===== config.mk =====
export PLATFORM = sky130hd
export DESIGN_NAME = pulse_event_arbiter
export DESIGN_NICKNAME = d
export VERILOG_FILES = /design/src/rtl/pulse_event_arbiter.sv
export SDC_FILE = /design/constraint.sdc
export NUM_CORES = 1
export LEC_CHECK = 0
export ABC_AREA = 1
export ABC_CLOCK_PERIOD_IN_PS = 4900
export CORE_UTILIZATION = 30
export DETAILED_ROUTE_END_ITERATION = 16
export GPL_TIMING_DRIVEN = 0
export HOLD_SLACK_MARGIN = 0.08
export PLACE_DENSITY = 0.59
export SLEW_MARGIN = 10
export SYNTH_ARGS = -nofsm -noshare
export SYNTH_HDL_FRONTEND = slang
export SYNTH_SLANG_ARGS = --single-unit
export TNS_END_PERCENT = 5

===== constraint.sdc =====
create_clock -name clk -period 4.9 [get_ports clk]
set_input_delay 0.98 -clock clk [delete_from_list [all_inputs] [get_ports clk]]
set_output_delay 0.98 -clock clk [all_outputs]
set_load 0.02 [all_outputs]

===== src/rtl/pulse_event_arbiter.sv =====
// Multi-channel pulse qualifier feeding a round-robin valid/ready event port.
// Qualified events wait as pending flags; events that cannot be stored are counted.
module pulse_event_arbiter #(
  parameter int unsigned N_CH   = 4,
  parameter int unsigned CNT_W  = 4,
  parameter int unsigned DROP_W = 8,
  localparam int unsigned ID_W  = $clog2(N_CH)
) (
  input  logic              clk,
  input  logic              rst,
  input  logic [CNT_W-1:0]  cfg_len,
  input  logic [N_CH-1:0]   noisy_in,
  output logic              ev_valid,
  output logic [ID_W-1:0]   ev_id,
  input  logic              ev_ready,
  output logic [N_CH-1:0]   pending,
  output logic [DROP_W-1:0] drop_cnt,
  input  logic              drop_clr
);

  localparam int unsigned CW1   = CNT_W + 1;
  localparam int unsigned IW1   = ID_W + 1;
  localparam int unsigned PC_W  = $clog2(N_CH + 1);
  localparam int unsigned SUM_W = DROP_W + PC_W;

  typedef enum logic {
    S_EMPTY = 1'b0,
    S_FULL  = 1'b1
  } slot_t;

  slot_t             slot_q, slot_d;
  logic [CNT_W-1:0]  cnt_q [N_CH];
  logic [CNT_W-1:0]  cnt_d [N_CH];
  logic [N_CH-1:0]   armed_q, armed_d;
  logic [N_CH-1:0]   fire, drop, pending_d, load_mask;
  logic [ID_W-1:0]   ev_id_d, rr_q, rr_d, sel;
  logic              found, load_opp, load;
  logic [CNT_W-1:0]  eff_len;
  logic [DROP_W-1:0] drop_d;
  logic [SUM_W-1:0]  drop_sum;
  logic [IW1-1:0]    idx;

  assign ev_valid = (slot_q == S_FULL);

  // Per-channel run counter; a run fires once when it reaches eff_len.
  always_comb begin
    eff_len = (cfg_len == '0) ? CNT_W'(1) : cfg_len;
    for (int i = 0; i < N_CH; i++) begin
      cnt_d[i]   = cnt_q[i];
      armed_d[i] = armed_q[i];
      fire[i]    = 1'b0;
      if (!noisy_in[i]) begin
        cnt_d[i]   = '0;
        armed_d[i] = 1'b1;
      end else if (({1'b0, cnt_q[i]} + CW1'(1)) >= {1'b0, eff_len}) begin
        cnt_d[i]   = eff_len;
        fire[i]    = armed_q[i];
        armed_d[i] = 1'b0;
      end else begin
        cnt_d[i] = cnt_q[i] + CNT_W'(1);
      end
    end
  end

  // Round-robin search starting just after the last loaded channel.
  always_comb begin
    found = 1'b0;
    sel   = '0;
    idx   = '0;
    for (int k = 1; k <= N_CH; k++) begin
      idx = {1'b0, rr_q} + IW1'(k);
      if (idx >= IW1'(N_CH)) begin
        idx = idx - IW1'(N_CH);
      end
      if (!found && pending[idx[ID_W-1:0]]) begin
        found = 1'b1;
        sel   = idx[ID_W-1:0];
      end
    end
    load_opp  = (slot_q == S_EMPTY) || ev_ready;
    load      = load_opp && found;
    load_mask = load ? (N_CH'(1) << sel) : '0;
  end

  // A fire on a channel being loaded in the same cycle re-pends instead of dropping.
  always_comb begin
    pending_d = (pending & ~load_mask) | fire;
    drop      = fire & pending & ~load_mask;
    drop_sum  = drop_clr ? '0 : SUM_W'(drop_cnt);
    for (int i = 0; i < N_CH; i++) begin
      drop_sum = drop_sum + SUM_W'(drop[i]);
    end
    drop_d = (drop_sum > SUM_W'({DROP_W{1'b1}})) ? '1 : DROP_W'(drop_sum);
  end

  // Output slot next state; stalled slot holds id and pointer.
  always_comb begin
    slot_d  = slot_q;
    ev_id_d = ev_id;
    rr_d    = rr_q;
    if (load_opp) begin
      if (found) begin
        slot_d  = S_FULL;
        ev_id_d = sel;
        rr_d    = sel;
      end else begin
        slot_d = S_EMPTY;
      end
    end
  end

  always_ff @(posedge clk) begin
    if (rst) begin
      slot_q   <= S_EMPTY;
      ev_id    <= '0;
      rr_q     <= ID_W'(N_CH - 1);
      pending  <= '0;
      drop_cnt <= '0;
      armed_q  <= '1;
      for (int i = 0; i < N_CH; i++) begin
        cnt_q[i] <= '0;
      end
    end else begin
      slot_q   <= slot_d;
      ev_id    <= ev_id_d;
      rr_q     <= rr_d;
      pending  <= pending_d;
      drop_cnt <= drop_d;
      armed_q  <= armed_d;
      for (int i = 0; i < N_CH; i++) begin
        cnt_q[i] <= cnt_d[i];
      end
    end
  end

endmodule


==> results of run 1 <==
==> power by group <==
part	leakage [nW]	switching, mW	internal, mW	total (mW)
Clock	0.0687	0.122	0.205	0.327
Combinational	1.00	0.198	0.121	0.319
Sequential	0.302	0.0225	0.328	0.351
==> area by class of cell <==
type | instances | share of cell area
plain buffers | 4 | 0.0106
clock buffers | 5 | 0.0234
clock inverters | 3 | 0.0234
inverters | 62 | 0.0821
multi-input cells | 232 | 0.480
flip-flops and latches | 37 | 0.252
well taps | 99 | 0.0421
repair buffers | 26 | 0.0860
==> through the flow <==
stage / area (µm²) / worst slack (ns) / power (mW)
CTS: 2900 / 0.00595 / 1.00
finish: 2940 / 0.343 / 0.997
global route: 2940 / 0.0492 / 1.07
floorplan: 2350 / 0.105 / 0.586
global placement: 2710 / -1.04 / 0.664
detailed placement: 2710 / -1.08 / 0.667
==> metal layers <==
| metal | GRT usage | wire length (µm) |
|---|---|---|
| met5 | 0 | 0 |
| met1 | 0.168 | 2500 |
| met3 | 0.0278 | 121 |
| met4 | 0.0403 | 78 |
| met2 | 0.218 | 2280 |
==> flip-flops by register name (all words and copies together), names as in the netlist <==
register and count:
drop_cnt 8, rr_q 2, ev_id 2, cnt_q 16, armed_q 4, pending 4
ev_valid 1
==> timing repair <==
action,in CTS,in global routing
buffers inserted,1,1
endpoints found under the setup margin,8,8
endpoints found under the hold margin,0,0
pin swaps,1,2
gates resized for setup,12,13
==> final timing paths <==
| path | start | endpoint | slack (ns) | depth (start not counted) |
|---|---|---|---|---|
| setup / recovery | cfg_len[0] | drop_cnt[7]$_SDFF_PP0_ | 0.34 | 24 |
| hold / removal | armed_q[1]$_SDFFE_PP1N_ | armed_q[1]$_SDFFE_PP1N_ | 0.46 | 2 |
| setup reg to reg | cnt_q[3][0]$_SDFF_PP0_ | drop_cnt[7]$_SDFF_PP0_ | 1.12 | 21 |
| hold reg to reg | armed_q[1]$_SDFFE_PP1N_ | armed_q[1]$_SDFFE_PP1N_ | 0.46 | 2 |
==> cell usage in the layout, fill, tap and decap left out, drive strengths merged, types with 2 or more instances in the layout <==
| master | count |
|---|---|
| a21boi | 2 |
| a21oi | 24 |
| a31oi | 3 |
| buf | 4 |
| bufinv | 2 |
| clkbuf | 8 |
| clkdlybuf4s50 | 22 |
| dfxtp | 37 |
| fa | 3 |
| ha | 15 |
| inv | 62 |
| nand2 | 90 |
| nand3 | 25 |
| nand3b | 3 |
| nor2 | 26 |
| o211ai | 2 |
| o21ai | 25 |
| xnor2 | 3 |
| xor2 | 7 |
==> worst max-delay path, cell delays in order <==
cell and delay [ns]:
clkdlybuf4s50_1 0.47, a31oi_4 0.18, inv_1 0.11, ha_1 0.28, inv_1 0.03, a21boi_0 0.15, o21ai_0 0.10, o21ai_0 0.09
nand2_1 0.12, nand2_2 0.11, nand3_4 0.10, nor2_4 0.12, fa_1 0.44, fa_2 0.42, fa_2 0.38, nand3_2 0.10
inv_1 0.04, nand3_1 0.07, nand3b_4 0.15, nor2_4 0.05, inv_2 0.09, nand3b_1 0.08, nand2_1 0.06, inv_1 0.04
==> logic make-up after synthesis <==
| group | count (synthesis) |
|---|---|
| and+or+nand+nor | 147 |
| buffers and inverters | 66 |
| AOI/OAI and AO/OA | 57 |
| DFF | 37 |
| adders and majority gates | 18 |
| xor gates and xnor gates | 10 |
==> flow_metrics.py, run 1 <==
metrics = {
    "detailed_routing": {
        "wl_per_cell_um": 10.6,
        "via_per_inst": 4.54,
        "route.detailed.drc": 0,
        "totalWireLength_um": 4970,
        "vias": 2125,
        "dr.pass1.iters": 4,
        "ant_nets": 0,
        "drt_iter0_markers": 55,
    },
    "setup_path": {
        "cp_max_fo": 5,
        "start_kind": "input pin",
        "arrival_ns": 4.76,
        "path_class": "input pin to flip-flop",
        "end_kind": "flip-flop",
        "required_ns": 5.11,
    },
    "synth": {
        "synth_top_family_by_area": "simple AND/OR/NAND/NOR gates",
        "syn-num-nets": 365,
        "yosys-top-cells-count": "nand2_1 (80), inv_1 (57), dfxtp_1 (37), o21ai_0 (25)",
        "yosys.area_share.simple": 0.291,
        "yosysWarnings": 0,
        "synth_top_area_frac": 0.315,
        "synthAdderAreaFrac": 0.105,
        "syn_inst": 335,
        "yosysSeqAreaShare": 0.315,
        "synth_compound_area_frac": 0.137,
        "syn_area_per_cell_um2": 7.01,
        "synth_edf_count": 0,
        "synth_top_area_cell": "dfxtp_1",
        "synth_xor_area_frac": 0.0373,
        "syn_area_um2": 2350,
        "yosysMostFrequentCell": "nand2_1",
        "synthMuxAreaShare": 0,
        "yosys_register_bits": 37,
        "async_flop_share": 0,
        "yosys-top-cells-area": "dfxtp_1 (32%), nand2_1 (13%), inv_1 (9.1%)",
        "synthFlopType": "dfxtp_1",
        "synth.distinct_cells": 32,
    },
    "placed_design": {
        "portBuffers": 24,
        "placed_cells": 458,
        "hpwl_um": 3730,
        "gp_congestion": 0.800,
    },
    "floorplan": {
        "initial_core_util": 0.317,
        "dieArea_um2": 8190,
        "floorplan.rows": 31,
        "fp.dieW_um": 90.5,
        "ioPinCount": 27,
        "core-area_um2": 7410,
        "chipHeight_um": 90.5,
    },
    "outcome": {
        "status": "finished clean",
    },
    "grt": {
        "grt_pass1_wl_um": 8700,
        "grt_usage": 0.131,
        "grt_max_degree": 14,
        "antenna_found_initial": 0,
        "grt-ovfl-total": 0,
        "grt_pass1_vias": 1975,
    },
    "sta": {
        "period_needed_ns": 4.56,
        "hold_violations": 0,
        "finClkSkew_ns": 0.0110,
        "grt_setup_unrepaired": "no",
        "slew_headroom": 0.643,
        "finalSetupTns_ns": 0,
        "fin_crit_sh": 0.930,
        "max_freq_mhz": 219,
        "slew_violations": 0,
        "fin_hold_ws_ns": 0.465,
        "worst_pin_slew_ns": 0.535,
        "setup_viol": 0,
    },
    "clock_tree": {
        "clkTransAtPathRegs_ns": 0.09,
        "htreeDepth": 2,
        "clockRootBuffer": "clkbuf_8",
        "cts_buffers": 5,
        "clock_sinks": 37,
        "cts_tree": "yes",
        "cts_buffer_depth": 2,
        "cts_hold_buffers": 0,
        "clk_latency_ns": 0.30,
    },
    "final_layout": {
        "drive_gt1_frac": 0.149,
        "final_util": 0.397,
        "synthToLayoutAreaGrowth_pct": 25.1,
        "layout.nets": 398,
        "stdcell_count": 468,
        "multi_input_area_um2": 1410,
        "fillCellCount": 766,
        "antenna_cells": 0,
        "seqCellArea_um2": 741,
    },
    "job": {
        "cap_violations": 0,
    },
    "pwr": {
        "powerDensity_nw_per_um2": 339,
        "ir_drop_mv": 0.150,
        "p_leak_nw": 1.37,
    },
    "min_path": {
        "min_path_type": "flip-flop to flip-flop",
    },
}
No activity file was read; power rests on OpenSTA's default activity.
==> run 2: changes to the inputs <==
- GPL_ROUTABILITY_DRIVEN: unset -> 0
- SETUP_SLACK_MARGIN: unset -> 0.15
==> run 2 against run 1 <==
  * Via count is 0.28% lower
  * Global-route usage is 0.32 points lower
  * Non-clock buffer count is 6 higher
  * Design area is 0.13% lower
  * Register-to-register slack better by 0.03 ns
  * Fmax is 2.2% higher
  * Critical endpoint unchanged
==> flow_metrics.py, run 2 (synthesis results as in run 1) <==
metrics = {
    "min_path": {
        "min_path_type": "flip-flop to flip-flop",
        "min_delay_path_depth": 2,
    },
    "clock_tree": {
        "htreeDepth": 2,
        "clock_sinks": 37,
        "clk_latency_ns": 0.30,
        "cts_buffer_depth": 2,
        "clkTransAtPathRegs_ns": 0.09,
        "cts_hold_buffers": 0,
        "clockRootBuffer": "clkbuf_8",
        "cts_buffers": 5,
        "cts_tree": "yes",
    },
    "detailed_routing": {
        "drt_iter0_markers": 47,
        "dr.pass1.iters": 4,
        "via_per_inst": 4.47,
        "ant_nets": 0,
        "wl_per_cell_um": 10.7,
        "vias": 2119,
        "totalWireLength_um": 5070,
        "route.detailed.drc": 0,
    },
    "sta": {
        "worst_pin_slew_ns": 0.584,
        "fin_ws_ns": 0.442,
        "fin_crit_sh": 0.910,
        "fin_hold_ws_ns": 0.451,
        "period_needed_ns": 4.46,
        "grt_setup_unrepaired": "no",
        "max_freq_mhz": 224,
        "slew_headroom": 0.611,
        "finClkSkew_ns": 0.0102,
        "slew_violations": 0,
        "hold_violations": 0,
        "setup_viol": 0,
    },
    "final_layout": {
        "largest_reg_flops": 16,
        "synthToLayoutAreaGrowth_pct": 25.0,
        "fillCellCount": 771,
        "layout_commonest_cell": "nand2_1",
        "layout.nets": 404,
        "reg_top3": "cnt_q: 16 flops, drop_cnt: 8 flops",
        "drive_gt1_frac": 0.163,
        "regMostFlops": "cnt_q",
        "antenna_cells": 0,
        "final_cell_mix": "nand2_1 (78), inv_1 (54), dfxtp_1 (37), o21ai_0 (25), clkdlybuf4s50_1 (22)",
        "stdcell_count": 474,
        "fin_area_um2": 2940,
    },
    "setup_path": {
        "rr_worst_depth": 21,
        "cpMostUsedCell": "inv_1",
        "cp_cell_sequence": "clkdlybuf4s50_1, a31oi_4, inv_2, ha_1, inv_1, a21boi_1, o21ai_0, o21ai_0, nand2_1, nand2_2, nand3_2, nor2_4, fa_1, fa_2, fa_2, nand3_2, inv_1, nand3_1, nand3b_4, nor2_4, inv_2, nand3b_1, nand2_1, inv_1",
        "crit_cells": 24,
        "path_class": "input pin to flip-flop",
        "cp_max_fo": 5,
        "required_ns": 5.11,
        "end_kind": "flip-flop",
        "crit_buf_inv": 6,
        "arrival_ns": 4.67,
        "max_stage_delay_ns": 0.45,
        "path_delay_family": "adder cells",
        "cp_slowest_cell": "clkdlybuf4s50_1",
        "start_kind": "input pin",
    },
    "outcome": {
        "status": "finished clean",
    },
    "grt": {
        "grt_pass1_vias": 1885,
        "antenna_found_initial": 0,
        "grt-ovfl-total": 0,
        "grt_max_degree": 14,
        "grt_pass1_wl_um": 8510,
        "grt_usage": 0.128,
    },
    "floorplan": {
        "ioPinCount": 27,
        "initial_core_util": 0.317,
        "dieArea_um2": 8190,
        "fp.dieW_um": 90.5,
        "floorplan.rows": 31,
        "core-area_um2": 7410,
        "chipHeight_um": 90.5,
    },
    "job": {
        "cap_violations": 0,
    },
    "placed_design": {
        "place_ws_ns": -0.891,
        "dpl_cell_area_um2": 2720,
        "placed_cells": 458,
        "hpwl_um": 3780,
        "portBuffers": 24,
    },
    "pwr": {
        "ir_drop_mv": 0.175,
        "powerDensity_nw_per_um2": 324,
        "p_leak_nw": 1.38,
        "finalPower_uw": 952,
    },
}
-- run 2: worst paths after layout --
check,from,endpoint,slack [ns]
worst max register to register,cnt_q[3][0]$_SDFF_PP0_,drop_cnt[7]$_SDFF_PP0_,1.15
worst min register to register,armed_q[1]$_SDFFE_PP1N_,armed_q[1]$_SDFFE_PP1N_,0.45
worst max-delay path,cfg_len[0],drop_cnt[7]$_SDFF_PP0_,0.44
worst min-delay path,armed_q[1]$_SDFFE_PP1N_,armed_q[1]$_SDFFE_PP1N_,0.45
-- run 2: metal layers --
| metal | wire [µm] | global-route usage |
|---|---|---|
| met1 | 2550 | 0.165 |
| met2 | 2310 | 0.211 |
| met3 | 151 | 0.0295 |
| met4 | 63 | 0.0363 |
| met5 | 0 | 0 |
-- run 2: report_power, final --
part | total, mW | internal, mW | switching (mW) | leakage [nW]
Clock | 0.277 | 0.152 | 0.125 | 0.0543
Combinational | 0.326 | 0.125 | 0.200 | 1.02
Sequential | 0.350 | 0.328 | 0.0215 | 0.302
-- run 2: tightest hold or removal path, delay by kind of cell, from the launching register on --
kind             cells  cell delay, ns
DFF                  1            0.32
and+or+nand+nor      2            0.10
-- run 2: per-stage QoR --
| step | setup TNS, ns | utilization |
|---|---|---|
| after floorplan | 0 | - |
| after global placement | -6.55 | 0.367 |
| after detailed placement | -6.49 | 0.367 |
| after CTS | 0 | 0.388 |
| after global routing | 0 | 0.396 |
| final | 0 | 0.396 |
-- run 2: layout make-up --
cell class                      count  area, µm²  share of cell area
Timing Repair Buffer               32        294               0.100
Clock buffer                        5       68.8              0.0234
Sequential cell                    37        741               0.252
Inverter                           62        241              0.0822
Clock inverter                      3       46.3              0.0158
Tap cell                           99        124              0.0422
Multi-Input combinational cell    232       1390               0.473
Buffer                              4       31.3              0.0107
-- run 2: timing repair --
item	4_1_cts	5_1_grt
buffers inserted	1	7
pin swaps	2	5
setup endpoints to repair	8	8
gates cloned	0	0
gates resized for setup	13	10
